--- config.mk ---
export PLATFORM = sky130hd
export DESIGN_NAME = vcr_op_credit_ctrl
export DESIGN_NICKNAME = d
export VERILOG_FILES = /design/src/rtl/vcr_op_credit_ctrl.sv
export SDC_FILE = /design/constraint.sdc
export NUM_CORES = 1
export LEC_CHECK = 0
export ABC_AREA = 0
export BUFFER_PORTS_ARGS = -buffer_cell sky130_fd_sc_hd__buf_2
export CAP_MARGIN = 20
export CORE_ASPECT_RATIO = 0.75
export CORE_MARGIN = 3
export CORE_UTILIZATION = 64
export CTS_CLUSTER_DIAMETER = 80
export CTS_CLUSTER_SIZE = 28
export DETAILED_ROUTE_END_ITERATION = 8
export PLACE_DENSITY_LB_ADDON = 0.08
export SLEW_MARGIN = 15
export SYNTH_ARGS = -nofsm -noshare
export SYNTH_HDL_FRONTEND = slang
export SYNTH_SLANG_ARGS = --single-unit
--- constraint.sdc ---
create_clock -name clk -period 11 [get_ports clk]
set_clock_uncertainty 0.1 [all_clocks]
set_input_delay 1.1 -clock clk [delete_from_list [all_inputs] [get_ports clk]]
set_output_delay 1.1 -clock clk [all_outputs]
set_load 0.01 [all_outputs]
--- src/rtl/vcr_op_credit_ctrl.sv ---
// vcr_op_credit_ctrl
// Output-port credit and VC-state controller for the VC router. It tracks how
// full the downstream buffer is for each output VC. The buffer is split into a
// static reservation per VC plus a shared pool that all VCs draw from. Each
// output VC also runs a small allocation FSM. This block is control only: the
// flit datapath lives in the channel-output stage.
//
// Optional build macro: VCR_OP_CREDIT_BYPASS_EN
//   defined   : a credit arriving this cycle is reflected combinationally in
//               full_ovc / almost_full_ovc. The flit sent in the same cycle is
//               not included in that view.
//   undefined : every output is registered, so credits take 1 cycle to show.
//   The register state is the same in both builds.
//
// Ports:
//   clk             clock
//   reset           asynchronous reset, active low
//   credit_valid    a credit return event is present
//   credit_vc       VC that receives the credits
//   credit_count    number of credits returned (1..max_credit_return)
//   flit_valid      a flit was sent downstream this cycle
//   flit_vc         VC of the sent flit
//   flit_head       the sent flit is a head flit
//   flit_tail       the sent flit is a tail flit
//   vc_gnt_ovc      one-hot OVC grant from the VC allocator
//   full_ovc        no slot is available to the VC
//   almost_full_ovc exactly one slot is available to the VC
//   elig_ovc        the VC is IDLE and can be allocated
//   error           sticky protocol / accounting error
//
// Allocation FSM, one per output VC:
//   state  | meaning
//   IDLE   | free, can be allocated
//   ALLOC  | granted, waiting for the head flit
//   ACTIVE | packet in flight, waiting for the tail flit

module vcr_op_credit_ctrl #(
  parameter int num_vcs           = 4,
  parameter int buffer_size       = 16,
  parameter int static_reserve    = 2,
  parameter int max_credit_return = 2,
  parameter int vc_idx_width      = (num_vcs > 1) ? $clog2(num_vcs) : 1,
  parameter int cnt_width         = $clog2(max_credit_return + 1)
) (
  input  logic                    clk,
  input  logic                    reset,
  input  logic                    credit_valid,
  input  logic [vc_idx_width-1:0] credit_vc,
  input  logic [cnt_width-1:0]    credit_count,
  input  logic                    flit_valid,
  input  logic [vc_idx_width-1:0] flit_vc,
  input  logic                    flit_head,
  input  logic                    flit_tail,
  input  logic [num_vcs-1:0]      vc_gnt_ovc,
  output logic [num_vcs-1:0]      full_ovc,
  output logic [num_vcs-1:0]      almost_full_ovc,
  output logic [num_vcs-1:0]      elig_ovc,
  output logic                    error
);

  localparam int shared_size = buffer_size - num_vcs * static_reserve;
  localparam int uw          = $clog2(buffer_size + 1);

  localparam logic [uw-1:0] res_c     = uw'(static_reserve);
  localparam logic [uw-1:0] shared_c  = uw'(shared_size);
  localparam logic [uw-1:0] one_c     = uw'(1);
  localparam logic [uw-1:0] avail_rst = uw'(static_reserve + shared_size);

  localparam logic [1:0] st_idle   = 2'd0;
  localparam logic [1:0] st_alloc  = 2'd1;
  localparam logic [1:0] st_active = 2'd2;

  // Slots a VC holds beyond its reservation. These are the slots it takes
  // from the shared pool.
  function automatic logic [uw-1:0] excess(input logic [uw-1:0] u);
    return (u > res_c) ? (u - res_c) : '0;
  endfunction

  function automatic logic [uw-1:0] avail(input logic [uw-1:0] u, input logic [uw-1:0] sh);
    logic [uw-1:0] r;
    r = (u < res_c) ? (res_c - u) : '0;
    return r + (shared_c - sh);
  endfunction

  logic [num_vcs-1:0][uw-1:0] used_q, used_d;
  logic [uw-1:0]              shared_q, shared_d;
  logic [num_vcs-1:0][1:0]    state_q, state_d;
  logic [num_vcs-1:0]         full_q, full_d, af_q, af_d;
  logic [num_vcs-1:0]         fl_hit, cr_hit;
  logic                       error_q, err_evt;

  always_comb begin
    fl_hit = '0;
    cr_hit = '0;
    for (int v = 0; v < num_vcs; v++) begin
      fl_hit[v] = flit_valid   && (flit_vc   == vc_idx_width'(v));
      cr_hit[v] = credit_valid && (credit_vc == vc_idx_width'(v));
    end
  end

  always_comb begin
    logic [uw-1:0] amt;
    logic [uw-1:0] up;
    logic          take;
    amt      = '0;
    up       = '0;
    take     = 1'b0;
    used_d   = used_q;
    state_d  = state_q;
    shared_d = '0;
    full_d   = '0;
    af_d     = '0;
    err_evt  = credit_valid && (credit_count == '0);

    // A flit and a credit on the same VC collapse into one net delta.
    // Shared usage is then re-derived from the resulting counts.
    for (int v = 0; v < num_vcs; v++) begin
      amt  = cr_hit[v] ? uw'(credit_count) : '0;
      take = fl_hit[v] && (avail(used_q[v], shared_q) != '0);
      if (fl_hit[v] && !take) err_evt = 1'b1;
      up = used_q[v] + {{(uw-1){1'b0}}, take};
      if (amt > up) begin
        err_evt   = 1'b1;
        used_d[v] = '0;
      end else begin
        used_d[v] = up - amt;
      end
    end

    for (int v = 0; v < num_vcs; v++) shared_d = shared_d + excess(used_d[v]);

    for (int v = 0; v < num_vcs; v++) begin
      full_d[v] = (avail(used_d[v], shared_d) == '0);
      af_d[v]   = (avail(used_d[v], shared_d) == one_c);
    end

    for (int v = 0; v < num_vcs; v++) begin
      case (state_q[v])
        st_idle: begin
          if (fl_hit[v]) err_evt = 1'b1;
          if (vc_gnt_ovc[v]) state_d[v] = st_alloc;
        end
        st_alloc: begin
          if (vc_gnt_ovc[v]) err_evt = 1'b1;
          if (fl_hit[v]) begin
            if (!flit_head) err_evt = 1'b1;
            else            state_d[v] = flit_tail ? st_idle : st_active;
          end
        end
        st_active: begin
          if (vc_gnt_ovc[v]) err_evt = 1'b1;
          if (fl_hit[v]) begin
            if (flit_head)      err_evt = 1'b1;
            else if (flit_tail) state_d[v] = st_idle;
          end
        end
        default: begin
          err_evt    = 1'b1;
          state_d[v] = st_idle;
        end
      endcase
    end
  end

  always_ff @(posedge clk or negedge reset) begin
    if (!reset) begin
      used_q   <= '0;
      shared_q <= '0;
      state_q  <= {num_vcs{st_idle}};
      full_q   <= {num_vcs{avail_rst == '0}};
      af_q     <= {num_vcs{avail_rst == one_c}};
      error_q  <= 1'b0;
    end else begin
      used_q   <= used_d;
      shared_q <= shared_d;
      state_q  <= state_d;
      full_q   <= full_d;
      af_q     <= af_d;
      error_q  <= error_q | err_evt;
    end
  end

  always_comb begin
    elig_ovc = '0;
    for (int v = 0; v < num_vcs; v++) elig_ovc[v] = (state_q[v] == st_idle);
  end

  assign error = error_q;

`ifdef VCR_OP_CREDIT_BYPASS_EN
  // Post-credit view built from the current registered counts. A flit sent in
  // the same cycle is deliberately left out.
  logic [num_vcs-1:0][uw-1:0] used_pc;
  logic [uw-1:0]              shared_pc;
  logic [uw-1:0]              amt_pc;

  always_comb begin
    used_pc         = used_q;
    shared_pc       = '0;
    amt_pc          = '0;
    full_ovc        = full_q;
    almost_full_ovc = af_q;
    for (int v = 0; v < num_vcs; v++) begin
      amt_pc     = cr_hit[v] ? uw'(credit_count) : '0;
      used_pc[v] = (amt_pc > used_q[v]) ? '0 : (used_q[v] - amt_pc);
    end
    for (int v = 0; v < num_vcs; v++) shared_pc = shared_pc + excess(used_pc[v]);
    if (credit_valid) begin
      for (int v = 0; v < num_vcs; v++) begin
        full_ovc[v]        = (avail(used_pc[v], shared_pc) == '0);
        almost_full_ovc[v] = (avail(used_pc[v], shared_pc) == one_c);
      end
    end
  end
`else
  assign full_ovc        = full_q;
  assign almost_full_ovc = af_q;
`endif

endmodule
==> results of run 1 <==
[logic make-up after synthesis]
| group | Yosys count | share of synthesized area, % |
|---|---|---|
| and+or+nand+nor | 221 | 21.4 |
| other | 1 | 0.0683 |
| adders and majority gates | 105 | 26.5 |
| muxes | 3 | 0.570 |
| DFF | 42 | 19.1 |
| AOI/OAI and AO/OA | 129 | 15.4 |
| buffers and inverters | 66 | 4.81 |
| xor gates and xnor gates | 66 | 12.1 |
[state kept, by name (all words and copies together) (netlist names)]
| name | flops |
|---|---|
| almost_full_ovc | 4 |
| full_ovc | 4 |
| used_q | 20 |
| state_q | 8 |
| shared_q | 5 |
| error | 1 |
[layout make-up]
| class | instances | area share, % |
|---|---|---|
| clock buffer | 7 | 2.25 |
| clock inverter | 1 | 0.509 |
| inverter | 54 | 3.44 |
| multi-input combinational | 528 | 71.0 |
| sequential | 42 | 17.8 |
| tap | 105 | 2.23 |
| timing repair buffer | 29 | 2.72 |
[metrics by stage]
step | utilization (%) | hold slack, ns | instance area (sq um) | worst slack (ns)
after floorplan | - | 0.359 | 5500 | 2.31
after global placement | 70.3 | 0.378 | 5710 | 1.87
after detailed placement | 70.3 | 0.392 | 5710 | 1.46
after CTS | 72.3 | 0.400 | 5880 | 1.41
after global routing | 72.5 | 0.417 | 5900 | 0.668
final | 72.5 | 0.402 | 5900 | 1.37
[synthesized netlist by cell type (all sizes together), types with 3 or more instances]
cell type / number
nand3: 21
o22ai: 3
dfrtp: 42
buf: 5
nor4b: 5
nor3b: 3
xor2: 33
maj3: 3
or3: 4
a31oi: 9
and2: 15
nand2: 33
or2: 13
nor4: 7
o21ai: 24
o211ai: 4
a211o: 3
xnor3: 5
a21o: 15
fa: 20
nor2: 53
clkbuf: 7
nor2b: 12
nor3: 17
xnor2: 28
o21a: 4
nand2b: 9
a211oi: 6
a21oi: 36
a21boi: 5
and3: 15
a311oi: 4
ha: 82
nand3b: 7
inv: 54
[layout by cell type, fill, tap and decap left out, types with 12 or more instances in the layout]
cell     count
and2_1      14
nor3_1      17
dfrtp_1     42
nand3_1     21
nor2b_1     12
buf_2       28
o21ai_0     24
inv_1       54
xnor2_1     27
nand2_1     33
xor2_1      32
and3_1      15
a21oi_1     36
ha_1        82
or2_2       13
fa_1        20
a21o_1      15
nor2_1      53
[critical path, delay by kind of cell, from the launching register on]
family	cells	cell delay, ns
xor+xnor	5	1.26
simple gates	14	3.03
fa+ha+maj	11	3.72
compound gates	4	0.66
buf+inv	4	0.28
flops	1	0.47
[routing by layer]
| layer | GRT usage (%) | vias up | routed length (microns) |
|---|---|---|---|
| met1 | 40.1 | 2205 | 6000 |
| li1 | - | 2269 | - |
| met5 | 0 | - | 0 |
| met3 | 4.82 | 26 | 722 |
| met2 | 45.1 | 152 | 5940 |
| met4 | 8.73 | 0 | 297 |
[path summary, 6_finish.rpt]
| kind | startpoint | end | slack [ns] | cells after the start |
|---|---|---|---|---|
| setup / recovery | used_q[1]$_DFF_PN0_ | almost_full_ovc[2]$_DFF_PN0_ | 1.37 | 38 |
| hold / removal | state_q[5]$_DFFE_PN0P_ | state_q[4]$_DFFE_PN0P_ | 0.40 | 1 |
| setup reg to reg | used_q[1]$_DFF_PN0_ | almost_full_ovc[2]$_DFF_PN0_ | 1.37 | 38 |
| hold reg to reg | state_q[5]$_DFFE_PN0P_ | state_q[4]$_DFFE_PN0P_ | 0.40 | 1 |
| max in group asynchronous | reset | shared_q[4]$_DFF_PN0_ | 9.67 | 2 |
| min in group asynchronous | reset | state_q[7]$_DFFE_PN0P_ | 0.63 | 1 |
==> impl_metrics.tcl, run 1 <==
set metrics [dict create \
    seq_area_sq_um 1050 \
    final_nets 778 \
    fmax_mhz 104 \
    finalSetupViolations 0 \
    grtUsageTotal_pct 28.4 \
    multiInputGateArea_sq_um 4190 \
    ys_seq_elements 42 \
    routabilityCongestion 0.923 \
    synth_edf_count 0 \
    grt_pass1_wl_microns 22300 \
    synth_cell_type_count 67 \
    clk_latency_ns 0.29 \
    placed_cells 757 \
    cpPeakStageDelay_ns 0.55 \
    dr_total_vias 4652 \
    ant_nets 0 \
    grt_pass1_vias 4685 \
    cts_hold_buf 0 \
    netlist_area_sq_um 5490 \
    path_max_fanout 8 \
    fin_crit_sh_pct 87.5 \
    io_buffer_count 28 \
    startpoint_type "register" \
    die_w_microns 113 \
    via_per_inst 6.07 \
    grt-ovfl-total 0 \
    clockBufferDepth 2 \
    die_area_sq_um 9740 \
    antenna_found_initial 0 \
    placementRows 28 \
    crit_type "reg2reg" \
    avgRoutedWirePerCell_microns 16.9 \
    rsz0062_at_grt "no" \
    io_pins 29 \
    synth.area.top_cells "dfrtp_1 19%, ha_1 19%, fa_1 7.3%, xor2_1 5.1%, xnor2_1 4.3%" \
    cts.sinks 42 \
    worst_pin_slew_ns 0.758 \
    wl_microns 13000 \
    drtIter0Drc 371 \
    cp_slowest_cell "fa_1" \
    initial_core_util_pct 67.6 \
    yosysSeqAreaShare_pct 19.1 \
    ys_async_sr_fraction_pct 100 \
    max-slew-margin-rel_pct 49.1 \
    layout-drive-gt1-share_pct 9.38 \
    endpoint_kind "register" \
    cp_common_cell "ha_1" \
    min_period_ns 9.63 \
    die_h_microns 86.2 \
    drc_errors 0 \
    htreeDepth 2 \
    final_cells 766 \
    synthFlopType "dfrtp_1" \
    coreArea_sq_um 8130 \
    root_buffer "clkbuf_16" \
    path_clk_slew_ns 0.06 \
    outcome "completed" \
    fin_setup_tns_ns 0 \
    hold_path.class "reg2reg" \
    cts_tree "yes" \
    dr.pass1.iters 5 \
    cts-resized-gates 0 \
    drv_slew 0 \
    area_delta_synth_final_pct 7.36 \
    yosysWarnings 0 \
    arrival_ns 9.74 \
    num_antenna_cells 0 \
    dp_hpwl_microns 10500 \
    synth_area_per_cell_sq_um 8.68 \
    grt_max_degree 43 \
    cp.required_ns 11.11 \
    maxCapViolations 0 \
    finalHoldViolCount 0 \
    cts_buffers 5 \
    fill_cells 625 \
    synth_top_area_share_pct 19.1 \
    synthCells 633 \
    cts_setup_buffers 0 \
    yosys.area.top_type "dfrtp_1" \
]
Power of run 1 is left out: the tool's default activity adds up to more than one toggle a clock period on the data nets, which glitch-free logic cannot reach.
==> run 2, diff against run 1 <==
Settings changed: PLACE_DENSITY set to 0.83, PLACE_DENSITY_LB_ADDON 0.08 to not set.
==> run 2 against run 1 <==
Against the previous run: count of clock-buffer cells in the layout down 1; utilization fell by 0.42 points; final cell count decreased by 0.26%; worst hold slack worse by 0.020 ns; sequential share of layout area rose by 0.10 points; highest routed layer unchanged; non-clock buffer count did not move; register-to-register slack better by 0.06 ns; die area stayed put; first-iteration DRC count is 16% lower; worst setup slack better by 0.064 ns; global-route usage is 0.40 points lower.
==> impl_metrics.tcl, run 2 (synthesized netlist as in run 1, its figures left out) <==
set metrics [dict create \
    io_pins 29 \
    die_area_sq_um 9740 \
    grt_max_degree 43 \
    io_buffer_count 28 \
    fmax_mhz 105 \
    drv_slew 0 \
    cts-resized-gates 0 \
    fin_crit_sh_pct 86.9 \
    arrival_ns 9.65 \
    finalHoldViolCount 0 \
    cts_tree "yes" \
    fin_setup_tns_ns 0 \
    ant_nets 0 \
    via_per_inst 6.07 \
    die_h_microns 86.2 \
    largest_register_ffs 20 \
    top_regs "used_q x20, state_q x8, shared_q x5" \
    startpoint_type "register" \
    drc_errors 0 \
    rsz0062_at_grt "no" \
    path_delay_family "adder cells" \
    drtIter0Drc 310 \
    clockBufferDepth 2 \
    avgRoutedWirePerCell_microns 17.0 \
    dp_hpwl_microns 10400 \
    layout_common_cells "82 x ha_1, 54 x inv_1, 53 x nor2_1" \
    cts_setup_buffers 0 \
    final_cells 764 \
    cp_slowest_cell "fa_1" \
    grtUsageTotal_pct 28.0 \
    finalSetupViolations 0 \
    top_register "used_q" \
    path_max_fanout 9 \
    grt-ovfl-total 0 \
    initial_core_util_pct 67.6 \
    wl_microns 13000 \
    antenna_found_initial 0 \
    area_delta_synth_final_pct 6.74 \
    coreArea_sq_um 8130 \
    root_buffer "clkbuf_16" \
    cts_hold_buf 0 \
    num_antenna_cells 0 \
    maxCapViolations 0 \
    cp.required_ns 11.09 \
    fin_ws_ns 1.44 \
    routabilityCongestion 1.01 \
    cp_common_cell "ha_1" \
    max-slew-margin-rel_pct 49.5 \
    cpPeakStageDelay_ns 0.52 \
    final_nets 778 \
    dr_total_vias 4634 \
    hold_path.class "reg2reg" \
    worst_pin_slew_ns 0.755 \
    outcome "completed" \
    htreeDepth 2 \
    grt_pass1_vias 4582 \
    cts.sinks 42 \
    die_w_microns 113 \
    placed_cells 758 \
    cts_buffers 5 \
    min_period_ns 9.56 \
    utilization_pct 72.1 \
    endpoint_kind "register" \
    layout-drive-gt1-share_pct 9.41 \
    cp_num_buf_inv 4 \
    clk_latency_ns 0.29 \
    mostFrequentLayoutCell "ha_1" \
    crit_type "reg2reg" \
    pre_cts_ws_ns 1.54 \
    placementRows 28 \
    dr.pass1.iters 5 \
    grt_pass1_wl_microns 21800 \
    path_clk_slew_ns 0.06 \
]
-- run 2: cell count changes in the layout (fill, tap and decap cells not counted), sizes merged --
| cell | delta |
|---|---|
| bufinv | -1 |
| clkbuf | -1 |
-- run 2: per-layer routing --
metal	global-route usage, %	vias to the layer above	routed length, microns
met3	4.95	25	906
met5	0	-	0
met4	7.86	0	228
li1	-	2273	-
met1	38.4	2206	5850
met2	46.0	130	6020
-- run 2: worst paths after layout --
| check | slack [ns] | depth (start not counted) | startpoint | to |
|---|---|---|---|---|
| setup / recovery | 1.44 | 36 | shared_q[0]$_DFF_PN0_ | almost_full_ovc[2]$_DFF_PN0_ |
| hold / removal | 0.38 | 1 | error$_DFF_PN0_ | error$_DFF_PN0_ |
| setup reg to reg | 1.44 | 36 | shared_q[0]$_DFF_PN0_ | almost_full_ovc[2]$_DFF_PN0_ |
| hold reg to reg | 0.38 | 1 | error$_DFF_PN0_ | error$_DFF_PN0_ |
| max in group asynchronous | 9.66 | 1 | reset | used_q[16]$_DFF_PN0_ |
| min in group asynchronous | 0.73 | 1 | reset | almost_full_ovc[1]$_DFF_PN0_ |
-- run 2: cell type report --
type	count	area, sq um
multi-input cells	528	4190
well taps	105	131
repair buffers	29	150
fillers	634	2270
inverters	54	203
flip-flops and latches	42	1050
clock buffers	6	139
-- run 2: worst register-to-register path: cells and delay by family, from the launching register on --
| family | cells | cell delay (ns) |
|---|---|---|
| xor gates and xnor gates | 5 | 1.37 |
| adders and majority gates | 11 | 3.97 |
| buffers and inverters | 4 | 0.36 |
| DFF | 1 | 0.48 |
| and+or+nand+nor | 10 | 2.03 |
| AOI/OAI and AO/OA | 6 | 1.17 |
-- run 2: through the flow --
step                area, sq um  hold WS [ns]
finish                     5860         0.382
global route               5860         0.410
CTS                        5860         0.383
detailed placement         5720         0.368
global placement           5720         0.367
floorplan                  5500         0.359
Power of run 2 is left out for the same reason.
